[src/rtl/bus_transfer_ctrl.sv]
// Register-bus move sequencer: reads one source register over the shared bus
// (or takes an immediate), then issues a single destination write strobe.
module bus_transfer_ctrl #(
  parameter int DATA_W = 24,
  parameter int N_REG  = 8,
  localparam int SEL_W = $clog2(N_REG)
) (
  input  logic              clk,
  input  logic              reset,
  input  logic              i_req,
  input  logic              i_use_imm,
  input  logic [DATA_W-1:0] i_imm,
  input  logic [SEL_W-1:0]  i_src_sel,
  input  logic [SEL_W-1:0]  i_dst_sel,
  input  logic [DATA_W-1:0] i_bus_in,
  output logic [N_REG-1:0]  o_read_bus,
  output logic [N_REG-1:0]  o_write_en,
  output logic [DATA_W-1:0] o_data_out,
  output logic              o_busy,
  output logic              o_done,
  output logic              o_err
);

  typedef enum logic [1:0] {IDLE, DRIVE, LATCH, WRITE} state_t;

  localparam logic [N_REG-1:0] ONE_HOT_0 = N_REG'(1);

  state_t              r_state;
  state_t              w_next;
  logic [SEL_W-1:0]    r_src;
  logic [SEL_W-1:0]    r_dst;
  logic [DATA_W-1:0]   r_hold;
  logic                r_done;
  logic                r_err;
  logic                w_accept;
  logic                w_reject;
  logic [N_REG-1:0]    w_src_oh;
  logic [N_REG-1:0]    w_dst_oh;
  logic                w_src_ok;
  logic                w_dst_ok;

  // An out-of-range index shifts the single bit out of the vector, so an
  // all-zero decode doubles as the range check.
  always_comb begin
    w_next   = r_state;
    w_accept = 1'b0;
    w_reject = 1'b0;
    w_src_oh = ONE_HOT_0 << i_src_sel;
    w_dst_oh = ONE_HOT_0 << i_dst_sel;
    w_src_ok = i_use_imm | (|w_src_oh);
    w_dst_ok = |w_dst_oh;
    case (r_state)
      IDLE: begin
        if (i_req) begin
          if (w_src_ok && w_dst_ok) begin
            w_accept = 1'b1;
            w_next   = i_use_imm ? WRITE : DRIVE;
          end else begin
            w_reject = 1'b1;
          end
        end
      end
      DRIVE:   w_next = LATCH;
      LATCH:   w_next = WRITE;
      WRITE:   w_next = IDLE;
      default: w_next = IDLE;
    endcase
  end

  always_ff @(posedge clk) begin
    if (reset) begin
      r_state <= IDLE;
      r_src   <= '0;
      r_dst   <= '0;
      r_hold  <= '0;
      r_done  <= 1'b0;
      r_err   <= 1'b0;
    end else begin
      r_state <= w_next;
      r_done  <= (r_state == WRITE);
      r_err   <= w_reject;
      if (w_accept) begin
        r_src <= i_src_sel;
        r_dst <= i_dst_sel;
        if (i_use_imm) r_hold <= i_imm;
      end
      // Capture at the end of the second drive cycle, after the bus has settled.
      if (r_state == LATCH) r_hold <= i_bus_in;
    end
  end

  assign o_read_bus = ((r_state == DRIVE) || (r_state == LATCH)) ? (ONE_HOT_0 << r_src) : '0;
  assign o_write_en = (r_state == WRITE) ? (ONE_HOT_0 << r_dst) : '0;
  assign o_data_out = r_hold;
  assign o_busy     = (r_state != IDLE);
  assign o_done     = r_done;
  assign o_err      = r_err;

endmodule
[config.mk]
export PLATFORM = sky130hd
export DESIGN_NAME = bus_transfer_ctrl
export DESIGN_NICKNAME = d
export VERILOG_FILES = /design/src/rtl/bus_transfer_ctrl.sv
export SDC_FILE = /design/constraint.sdc
export NUM_CORES = 1
export LEC_CHECK = 0
export ABC_AREA = 1
export CAP_MARGIN = 10
export CORE_MARGIN = 10
export CORE_UTILIZATION = 57
export DETAILED_ROUTE_END_ITERATION = 16
export DONT_BUFFER_PORTS = 1
export PLACE_DENSITY = 0.75
export REMOVE_ABC_BUFFERS = 1
export SYNTH_ARGS = -nofsm -noshare
export SYNTH_HDL_FRONTEND = slang
export SYNTH_SLANG_ARGS = --single-unit
[constraint.sdc]
create_clock -name clk -period 1.4 [get_ports clk]
set_clock_uncertainty 0.15 [all_clocks]
set_input_delay 0.21 -clock clk [delete_from_list [all_inputs] [get_ports clk]]
set_output_delay 0.21 -clock clk [all_outputs]
set_load 0.01 [all_outputs]
==> impl_metrics.toml, run 1 <==
[cts]
ctsHoldBuffers = 55
postCtsSetupBuffers = 10
cts_made_buffers = 5
cts_root_buf = "clkbuf_4"
post_cts_resized = 136
cts_buffer_depth = 2
cts.sinks = 34
h-tree-depth = 2

[floorplan]
initial_utilization_pct = 60.5
die_w_um = 80.2
io_pins = 101
rows = 21
dieHeight_um = 80.2

[placement]
gp_congestion = 0.782
post-place-cells = 364
place_hpwl_mm = 3.98
port_buffers = 0

[status]
stop_stage = "4_1_cts"
status = "aborted with a tool error"
stop_error = "[ERROR DPL-0038] Utilization greater than 100%, impossible to legalize"

[yosys]
synth_ff_type = "dfxtp_1"
post-synth-top-count-cell = "nand2_1"
ys_seq_area_share_pct = 32.9
synth_top_area_share_pct = 32.9
yosysUniqueCellTypes = 18
yosys.area.top_type = "dfxtp_1"
syn_avg_cell_area_um2 = 6.46
syn-cell-area_um2 = 2070
ys_async_sr_fraction_pct = 0
synth_area_leaders = "dfxtp_1 33%, nand2_1 20%, nand3_2 9.7%"
synth-edff-count = 0
yosys_warnings = 0
synthCells = 320
ys_ff_latch = 34
synth_common_cells = "112 x nand2_1, 49 x nor2_1, 39 x inv_1"
[cell families after synthesis]
logic type,synth area share (%)
AND/OR/NAND/NOR,48.2
buffers and inverters,13.2
flip-flops,32.9
AO/OA/AOI/OAI,3.15
adder cells (fa/ha/maj),2.42
other,0.181
[metrics by stage]
step	setup WS, ns	cell area, um^2	utilization [%]	hold slack (ns)
after floorplan	-0.669	1950	-	0.129
after detailed placement	-0.200	2150	62.9	0.134
after global placement	-0.182	2150	62.9	0.131
==> run 2: changes to the inputs <==
--- a/config.mk
+++ b/config.mk
@@ -8,10 +8,10 @@
 export ABC_AREA = 1
 export CAP_MARGIN = 10
 export CORE_MARGIN = 10
-export CORE_UTILIZATION = 57
+export CORE_UTILIZATION = 40
 export DETAILED_ROUTE_END_ITERATION = 16
 export DONT_BUFFER_PORTS = 1
-export PLACE_DENSITY = 0.75
+export PLACE_DENSITY_LB_ADDON = 0.15
 export REMOVE_ABC_BUFFERS = 1
 export SYNTH_ARGS = -nofsm -noshare
 export SYNTH_HDL_FRONTEND = slang
==> constraint.sdc (replaced) <==
create_clock -name clk -period 1.82 [get_ports clk]
set_clock_uncertainty 0.15 [all_clocks]
set_input_delay 0.273 -clock clk [delete_from_list [all_inputs] [get_ports clk]]
set_output_delay 0.273 -clock clk [all_outputs]
set_load 0.01 [all_outputs]
==> run 2 against run 1 <==
  * The flow now finishes, with violations (setup timing)
  * Synthesized area stayed put
  * Synthesized cell count stayed put
==> impl_metrics.toml, run 2 <==
[yosys]
syn-cell-area_um2 = 2070
synth_top_family_by_area = "simple AND/OR/NAND/NOR gates"
synth_area_leaders = "dfxtp_1 33%, nand2_1 20%, nand3_2 9.7%"
yosys_warnings = 0
yosys-mux-area-fraction_pct = 0
syn_avg_cell_area_um2 = 6.46
ys_seq_area_share_pct = 32.9
ys_async_sr_fraction_pct = 0
synth-simple-area-share_pct = 48.2
yosys.area.top_type = "dfxtp_1"
ys_ff_latch = 34
synth-edff-count = 0
synth_ff_type = "dfxtp_1"
synthCells = 320
post-synth-top-count-cell = "nand2_1"
synth_xor_area_share_pct = 0
synth_fa_ha_area_share_pct = 2.42
yosysUniqueCellTypes = 18
synth_top_area_share_pct = 32.9
synth_common_cells = "112 x nand2_1, 49 x nor2_1, 39 x inv_1"
synth_compound_area_share_pct = 3.15

[drt]
ant_nets = 0
wl_met1_mm = 2.40
drt_pass1_iterations = 4
wl_per_cell_um = 13.5
routed-via-count = 1786
viasPerCell = 4.56
post-route-drc-count = 0
wl_met2_mm = 2.31
wl_met3_um = 529
drt_iter0_drc = 35
highest-signal-layer = "met4"
finalWirelength_mm = 5.30

[floorplan]
die_area_um2 = 8450
rows = 26
io_pins = 101
initial_utilization_pct = 40.8
dieHeight_um = 91.9
core_um2 = 5070
die_w_um = 91.9

[cells_and_area]
fill_cells = 548
drive_gt1_share_pct = 23.3
fin_cells = 392
register_area_um2 = 683
largest_register_ff_count = 24
final_cell_mix = "112 x nand2_1, 41 x nor2_1, 36 x inv_1"
area_growth_pct = 11.9
multi_input_comb_area_um2 = 1180
final_cell_area_um2 = 2310
diodes = 0
final_common_cell = "nand2_1"
final_nets = 383

[sta]
setup_viol = 4
hold_viol = 0
fin_crit_ns = 1.84
setup_slack_ns = -0.0153
period_share_pct = 101
max_clock_freq_mhz = 545
drv_slew = 0
rsz0062_at_grt = "true"

[hold_path]
hold_path.class = "in -> reg"
whs_path_depth = 2

[global_routing]
grt_pass1_wl_mm = 8.63
grt_usage_pct = 12.5
antenna_found_initial = 0
gr-total-overflow = 0
grt_pass1_vias = 1733
grt_max_degree = 27

[pwr]
powerDensity_nw_per_um2 = 1740
power_mw = 4.03
seq_power_share_pct = 33.9
combinationalPowerShare_pct = 51.7
switchingPower_mw = 1.87
clock_power_share_pct = 14.4
p_int_mw = 2.16
ir_worst_vdd_mv = 0.671
p_leak_nw = 1.21
power.share.switching_pct = 46.4

[setup_path]
arrival_ns = 1.41
crit_path_cell_trace = "inv_2 > ha_4 > inv_2 > or2_4 > nor2_4"
worstSetupPathType = "reg -> out"
setup.worst_path.start_class = "register"
worstPathRequired_ns = 1.40
cp_common_cell = "inv_2"
r2r_cells = 7
critical-path-max-stage-delay_ns = 0.35
end_kind = "primary output"
worst-path-stages = 5
worst_path_dominant_cell_family = "simple AND/OR/NAND/NOR gates"
path_buf_inv = 2
cpMaxStageDelayCell = "dfxtp_2"
critPathMaxFanout = 4
r2r_setup_slack_ns = 0.27

[status]
status = "complete, but fails checks"
violations = "setup timing"

[cts]
cts.sinks = 34
cts_buffer_depth = 2
cts_made_buffers = 5
cts_root_buf = "clkbuf_8"
h-tree-depth = 2
clk_latency_ns = 0.28
cts_tree = "built"
clk_pin_slew_worst_paths_ns = 0.07

[placement]
post-place-cells = 381
dp_slack_ns = 0.121
place_hpwl_mm = 3.91
gp_congestion = 0.811
port_buffers = 0
place_area_um2 = 2130

[job]
max_cap_viol_count = 0
run 2: cell type report:
| cell class | instances | share of cell area [%] |
|---|---|---|
| Multi-Input combinational cell | 230 | 51.1 |
| Sequential cell | 34 | 29.5 |
| Inverter | 40 | 6.59 |
| Timing Repair Buffer | 10 | 5.08 |
| Tap cell | 70 | 3.78 |
| Clock buffer | 7 | 3.73 |
| Clock inverter | 1 | 0.216 |
run 2: what timing repair did:
item                                    in CTS  in global routing
pin swaps                                    3                  1
buffers inserted                             1                  0
hold endpoints to repair                     4                  0
endpoints found under the setup margin       8                  8
resized for setup                           15                  7
hold buffers                                 2                  0
run 2: routing by layer:
layer  GRT usage, %  up-vias
met5              0        -
met4           3.86        0
li1               -      949
met2           18.2       72
met1           15.7      759
met3           6.03        6
run 2: logic make-up (layout without fill, tap and decap cells):
family          after synthesis  count (layout)
compound gates               13              13
fa+ha+maj                     4               4
buf+inv                      56              58
flops                        34              34
other cells                   1               1
simple gates                212             212
run 2: power groups by stage:
stage / Sequential [mW] / Clock [mW] / Combinational (mW)
after CTS: 1.38 / 0.605 / 2.10
after global routing: 1.41 / 0.643 / 2.40
after floorplan: 1.30 / 0 / 1.49
after global placement: 1.39 / 0 / 1.91
final: 1.37 / 0.579 / 2.08
after detailed placement: 1.39 / 0 / 1.93
run 2: per-stage QoR:
step	hold slack (ns)	setup TNS, ns	util, %
2_1_floorplan	0.192	-5.87	-
3_3_place_gp	0.193	0	41.9
3_5_place_dp	0.195	0	41.9
4_1_cts	0.0195	-0.177	45.2
5_1_grt	0.0333	-0.334	45.6
6_report	0.0259	-0.0502	45.6
run 2: final timing paths:
| check | from | to |
|---|---|---|
| max | r_state[0] | o_read_bus[3] |
| max reg2reg | r_state[0] | o_data_out[10] |
| min | i_dst_sel[2] | r_dst[2] |
| min reg2reg | r_state[0] | r_state[0] |
No activity file was read; power rests on OpenSTA's default activity.
